$ cat config.mk
export PLATFORM = sky130hd
export DESIGN_NAME = ara_perf_window_ctrl
export DESIGN_NICKNAME = d
export VERILOG_FILES = /design/src/rtl/ara_perf_window_ctrl.sv
export SDC_FILE = /design/constraint.sdc
export NUM_CORES = 1
export LEC_CHECK = 0
export ABC_AREA = 0
export BUFFER_PORTS_ARGS = -buffer_cell sky130_fd_sc_hd__clkbuf_2
export CORE_MARGIN = 2
export CORE_UTILIZATION = 45
export DETAILED_ROUTE_END_ITERATION = 12
export GPL_TIMING_DRIVEN = 0
export PLACE_DENSITY = 0.72
export SLEW_MARGIN = 20
export SYNTH_ARGS = -nofsm -noshare
export SYNTH_HDL_FRONTEND = slang
export SYNTH_SLANG_ARGS = --single-unit
export TNS_END_PERCENT = 5
$ cat constraint.sdc
create_clock -name clk_i -period 8 [get_ports clk_i]
set_input_delay 1.2 -clock clk_i [delete_from_list [all_inputs] [get_ports clk_i]]
set_output_delay 1.2 -clock clk_i [all_outputs]
set_load 0.01 [all_outputs]
$ cat src/rtl/ara_perf_window_ctrl.sv
`default_nettype none
// ============================================================================
// Module   : ara_perf_window_ctrl
// Brief    : Arms, runs and drains the Ara vector-runtime measurement window;
//            owns the saturating live counters and their snapshot buffers.
// Revision : 1.0 - initial release
// ============================================================================
module ara_perf_window_ctrl #(
  parameter int unsigned NrEvents = 3,
  parameter int unsigned CntWidth = 64
) (
  input  logic                         clk_i,
  input  logic                         rst_ni,
  input  logic                         sw_en_i,
  input  logic                         clear_i,
  input  logic                         vinsn_valid_i,
  input  logic                         ara_idle_i,
  input  logic [NrEvents-1:0]          event_i,
  output logic [1:0]                   state_o,
  output logic [CntWidth-1:0]          runtime_o,
  output logic [NrEvents*CntWidth-1:0] event_cnt_o,
  output logic                         snap_valid_o,
  output logic                         overflow_o
);

  typedef enum logic [1:0] {
    IDLE  = 2'd0,
    RUN   = 2'd1,
    DRAIN = 2'd2
  } state_e;

  localparam logic [CntWidth-1:0] C_CNT_MAX = '1;
  localparam logic [CntWidth-1:0] C_CNT_ONE = CntWidth'(1);

  state_e                r_state;
  state_e                w_state_next;
  logic [CntWidth-1:0]   r_runtime;
  logic [CntWidth-1:0]   r_event_cnt [NrEvents];
  logic [CntWidth-1:0]   r_runtime_buf;
  logic [CntWidth-1:0]   r_event_buf [NrEvents];
  logic                  r_pending;
  logic                  r_snap_valid;
  logic                  r_overflow;
  logic                  w_counting;
  logic                  w_fire;
  logic                  w_ovf_set;
  logic [NrEvents-1:0]   w_evt_sat;

  always_ff @(posedge clk_i or negedge rst_ni) begin
    if (!rst_ni) r_state <= IDLE;
    else         r_state <= w_state_next;
  end

  always_comb begin
    w_state_next = r_state;
    case (r_state)
      IDLE:    if (sw_en_i && vinsn_valid_i) w_state_next = RUN;
      RUN:     if (!sw_en_i) w_state_next = DRAIN;
      DRAIN: begin
        // Re-enabling software takes precedence over the drain completing.
        if (sw_en_i)                              w_state_next = RUN;
        else if (ara_idle_i && !vinsn_valid_i)    w_state_next = IDLE;
      end
      default: w_state_next = IDLE;
    endcase
  end

  assign w_counting = (r_state == RUN) || (r_state == DRAIN);
  assign w_fire     = r_pending && ara_idle_i && !vinsn_valid_i;

  for (genvar k = 0; k < NrEvents; k++) begin : g_evt
    assign w_evt_sat[k] = event_i[k] && (r_event_cnt[k] == C_CNT_MAX);
    assign event_cnt_o[k*CntWidth +: CntWidth] = r_event_buf[k];
  end

  assign w_ovf_set = w_counting && ((r_runtime == C_CNT_MAX) || (|w_evt_sat));

  always_ff @(posedge clk_i or negedge rst_ni) begin
    if (!rst_ni) begin
      r_runtime     <= '0;
      r_runtime_buf <= '0;
      r_pending     <= 1'b0;
      r_snap_valid  <= 1'b0;
      r_overflow    <= 1'b0;
      for (int k = 0; k < int'(NrEvents); k++) begin
        r_event_cnt[k] <= '0;
        r_event_buf[k] <= '0;
      end
    end else if (clear_i) begin
      r_runtime     <= '0;
      r_runtime_buf <= '0;
      r_pending     <= 1'b0;
      r_snap_valid  <= 1'b0;
      r_overflow    <= 1'b0;
      for (int k = 0; k < int'(NrEvents); k++) begin
        r_event_cnt[k] <= '0;
        r_event_buf[k] <= '0;
      end
    end else begin
      if (w_counting && (r_runtime != C_CNT_MAX)) r_runtime <= r_runtime + C_CNT_ONE;
      for (int k = 0; k < int'(NrEvents); k++) begin
        if (w_counting && event_i[k] && (r_event_cnt[k] != C_CNT_MAX))
          r_event_cnt[k] <= r_event_cnt[k] + C_CNT_ONE;
      end
      if (w_ovf_set) r_overflow <= 1'b1;
      // A new request keeps the snapshot armed even if Ara looks idle this cycle.
      if (vinsn_valid_i) r_pending <= 1'b1;
      else if (w_fire)   r_pending <= 1'b0;
      r_snap_valid <= w_fire;
      if (w_fire) begin
        r_runtime_buf <= r_runtime;
        for (int k = 0; k < int'(NrEvents); k++) r_event_buf[k] <= r_event_cnt[k];
      end
    end
  end

  assign state_o      = r_state;
  assign runtime_o    = r_runtime_buf;
  assign snap_valid_o = r_snap_valid;
  assign overflow_o   = r_overflow;

endmodule
`default_nettype wire

# After elaboration in Yosys (flattened, before gate mapping)
# Cells that the tools add are included.
# classes
reduce_logical	28
shifts	0
div	0
n_mux	21
eq_ne	13
add_sub_neg	4
magnitude_cmp	0
n_bitwise	0
n_mul	0
# op_table
cell	count
$mux 192	3
$mux 64	7
$add 64x1->64 const B	4
$eq 64x64->1 const B	4
$ne 64x64->1 const B	4
$logic_and 1x1->1	15
$reduce_bool 2->1	6
$mux 2	4
$mux 1	6
$pmux 2 s3	1
$ne 2x2->1 const B	2
$ne 3x3->1 const B	1
$reduce_and 3->1	1
$reduce_bool 3->1	1
$reduce_or 3->1	1
$eq 2x1->1 const B	1
$eq 2x2->1 const B	1
$logic_not 2->1	1
$logic_or 1x1->1	2
$logic_not 1->1	1
# word_totals
ff_bits	517
mem_bits_ro	0
mem_count	0
mem_bits_rw	0
elab_cells	78
out_inout_bits	260
latchBits	0

# Longest topological paths before layout
# depth
word_depth	7
mapped_depth	10
depth_no_buf	8

# Worst setup path after synthesis
# OpenSTA, ideal clock, no wires.
# synth_timing
kind	input port to flip-flop
start	input event_i[0]
end	register r_event_cnt[176] (netlist bit)
stages	7
setup_ps	78
path_slack_ps	5144
required_ps	7922
t_arrival_ps	2777
cell_sequence	and2_1 and3_1 o211ai_2 or4_4 buf_2 or3_1 a21oi_1
# synth_between
elab_chain_len	3
# synth_rtl
item	line_no	rtl
from (decl)	18	input logic [NrEvents-1:0] event_i,
$logic_and 1x1->1 (2 in series)	102	if (w_counting && event_i[k] && (r_event_cnt[k] != C_CNT_MAX))
$reduce_bool 2->1 (no line)	-	
to (signal, indexed assignment)	103	r_event_cnt[k] <= r_event_cnt[k] + C_CNT_ONE;
to (decl)	38	logic [CntWidth-1:0] r_event_cnt [NrEvents];
# Every way passes these cells.
# A chain may end at the register's enable or synchronous reset.

# Worst setup path after layout
# layout_timing
start	register r_state[0] (netlist: state_o[0])
end	register r_event_cnt[184] (netlist bit)
# layout_between
elab_chain_len	5
# layout_rtl
item	line_no	rtl
from (decl)	35	state_e r_state;
from (signal assigned)	51	else r_state <= w_state_next;
$eq 2x1->1 or $eq 2x2->1 (tied branches)	68	assign w_counting = (r_state == RUN) || (r_state == DRAIN);
$logic_or 1x1->1 *	68	
$logic_and 1x1->1 * (2 in series)	102	
$reduce_bool 2->1 (no line) *	-	
# Mark *: on every way between the ends. The rest lies on a longest branch, timed or not.

==> metrics <==
Die Height=228 µm; crit path max-delay cell type=clkbuf_1; FFs w/ async S/R, synth=1.00; global route overflow=0; worst hold path class=flip-flop to flip-flop; Vias/cell=5.75; met2 Resource Use GR=0.364; Yosys top cell by area=dfrtp_1; antenna violations before repair=1; clock sink total=517; CTS H-tree depth=2; Data arrival, critical path=4.14 ns; Clock Tree Buf Depth=3; hold slack=0.496 ns; Root Buffer=clkbuf_16; final net count=2,459; Total GRT Usage=0.235; post-DR wirelength/cell=19.6 µm; Peak Freq=0.275 GHz; Worst setup EP type=flip-flop; CP bufs+invs=3; DR iter-0 viols=1,710; cell count after placement=3,058; CTS tree=done; distinct cell type count after synthesis=53; met3 track demand over resource=0.0487; Final Critical Period=3.64 ns; Rel. slew slack=0.338; CTS clk-pin slew, worst paths=0.06 ns; Final Max Slew Viols=0; Synth top area share=0.571; Die Wd=228 µm; Post-synth EDFFs=0; outcome=finished clean; Top-Level Pins=269; Max Cap Viol=0; cts bufs inserted=53; largest net degree at the start of global routing=97; vias in the first global route=17.9k; synth top area cells=dfrtp_1 57%, a22o_1 9.9%, xnor2_1 4.5%; grt peak-use layer=met2; R2R Path Start=state_o[0]$_DFFE_PN0P_; Hold Crit Endpoint=runtime_o[63]$_DFFE_PN0P_; final HPWL from detailed placement=43,300 µm; fraction of layout cells with a size suffix above 1=0.162; Mapped Area=0.0227 mm²; required time worst endpoint=8.50 ns; pwr dens=214 mW/mm²; Seq cells post-synth=517; Hold Vio Cnt, Final=0; Reg-to-Reg End=r_event_cnt[184]$_DFFE_PN0P_; Syn. warnings=0; synthesized netlist cell count=2,112; Crit path max-delay family=simple AND/OR/NAND/NOR gates; FP Rows=82; Reg2Reg Depth=10; sequential area share after synthesis=0.571; Post-CTS Setup Bufs=0; gpl congestion=0.902; post-route cell area=0.0268 mm²; clock skew=0.0177 ns; setup TNS=0 ns; placed inst area=0.0250 mm²; Reg2Reg Setup Slack=4.36 ns; most frequent cell after synthesis=dfrtp_1; met1 global-route usage=0.335; post-cts resize count=0; Most used DFF post-synth=dfrtp_1; Initial Util=0.454; first-pass GRT wire length=99,600 µm; cell leakage power=12.0 nW; hold buffer count at cts=0; PortBufs=268; Syn Nets=2,130; non-filler cells, final=3,152; DP Worst Slack=4.10 ns; # DRC=0; worst vdd ir=126 µV; final worst-path cycle share=0.454; startpoint types=flip-flop; drt pass-1 iters=8; Core ar.=0.0500 mm²; Synth top cells by count=517 x dfrtp_1, 263 x nor2_1, 256 x a22o_1; synth-to-layout area growth=18.4%; full die area=0.0522 mm²; CP max stage delay=0.58 ns; worst skew pair latency=0.59 ns; crit path cell chain=inv_1 -> ha_1 -> clkbuf_1 -> and2_1 -> and3_1 -> o211ai_2 -> or4_4 -> buf_2 -> or3_1 -> a21oi_1; unrepaired setup endpoints after global routing=false; post-route ant nets=0; fin worst setup slack=4.36 ns; Slew @ Worst Pin=0.993 ns; Avg Cell Area, Syn=10.7 µm²; total number of vias=18.1k; Crit Path Class=flip-flop to flip-flop; DRT Wirelength=61,800 µm; Worst Path Max Fanout=10; Hold Crit Start=runtime_o[63]$_DFFE_PN0P_; Min-Delay Path Depth=1; final setup vio count=0
per-stage QoR:
stage / power [mW] / util
after floorplan: 2.96 / -
after global placement: 3.16 / 0.497
after detailed placement: 3.18 / 0.501
after CTS: 5.79 / 0.537
after global routing: 5.95 / 0.537
final: 5.75 / 0.537
worst reg2reg max path: cells and delay by family (launching register included):
family                   cells  cell delay [ns]
buffers and inverters        3             0.90
AND/OR/NAND/NOR              4             1.50
AO/OA/AOI/OAI                2             0.40
adder cells (fa/ha/maj)      1             0.28
flip-flops                   1             0.47
cells in the final DEF, fill, tap and decap left out, types with 6 or more instances in the layout:
cell	synthesis	layout
nor3_2	9	9
buf_16	0	6
clkbuf_8	0	9
clkbuf_2	0	267
nor2_1	263	263
nor4_1	43	43
clkinv_2	0	11
a22o_1	256	256
and2_1	8	8
ha_1	9	9
dfrtp_1	517	517
nand2_1	119	119
clkbuf_16	0	53
xnor2_1	117	117
nand2b_1	6	6
and3_1	49	49
a21oi_1	57	57
xor2_1	80	80
bufinv_16	0	9
or3_1	48	48
clkbuf_1	105	115
nand3_1	110	110
nand4_1	84	84
and4_1	18	18
or4_1	8	8
inv_1	23	23
nor3_1	61	61
buf_2	13	13
o31ai_1	9	9
or2_2	7	7
o21ai_0	49	49
registers in the layout (all words and copies together) (netlist names):
register      count
event_cnt_o     192
r_event_cnt     192
r_runtime        64
runtime_o        64
state_o           2
overflow_o        1
r_pending         1
snap_valid_o      1
per-layer routing:
| metal | vias to the layer above | routed length [µm] | share of wire |
|---|---|---|---|
| met1 | 9121 | 27900 | 0.45 |
| met4 | 2 | 1570 | 0.025 |
| met5 | - | 16 | 0.00026 |
| met3 | 104 | 3910 | 0.063 |
| met2 | 623 | 28400 | 0.46 |
| li1 | 8282 | - | - |
final cells by class:
type | instances | area, µm²
Antenna cell | 1 | 2.50
Buffer | 123 | 485
Tap cell | 672 | 841
Fill cell | 4361 | 23100
Multi-Input combinational cell | 1449 | 9170
Inverter | 23 | 86.3
Clock inverter | 22 | 342
Timing Repair Buffer | 274 | 1520
Clock buffer | 71 | 1470
Sequential cell | 517 | 12900
how the worst max path moves through the flow:
stage                                start                           end  slack [ns]  depth (start not counted)
floorplan                       event_i[0]  r_event_cnt[176]$_DFFE_PN0P_        5.14                          7
global placement                    rst_ni     runtime_o[38]$_DFFE_PN0P_       -5.76                          1
detailed placement                 clear_i     r_runtime[63]$_DFFE_PN0P_        4.10                          5
CTS                 state_o[0]$_DFFE_PN0P_  r_event_cnt[184]$_DFFE_PN0P_        4.34                         10
global route        state_o[0]$_DFFE_PN0P_  r_event_cnt[176]$_DFFE_PN0P_        4.16                         10
finish              state_o[0]$_DFFE_PN0P_  r_event_cnt[184]$_DFFE_PN0P_        4.36                         10
where the power goes:
group | switching, mW | internal (mW) | total, mW
Sequential | 0.0380 | 2.64 | 2.67
Combinational | 0.363 | 0.103 | 0.466
Clock | 1.03 | 1.58 | 2.61
Total | 1.43 | 4.31 | 5.75
cell families (layout without fill, tap and decap cells):
family | count (synthesis) | in the layout | share of synthesized area
compound gates | 388 | 388 | 0.132
xor+xnor | 197 | 197 | 0.0761
fa+ha+maj | 9 | 9 | 0.00497
buf+inv | 146 | 513 | 0.0252
flops | 517 | 517 | 0.571
mux | 2 | 2 | 0.000993
other cells | 0 | 1 | 0
simple gates | 853 | 853 | 0.190
No activity file was read; power rests on OpenSTA's default activity.
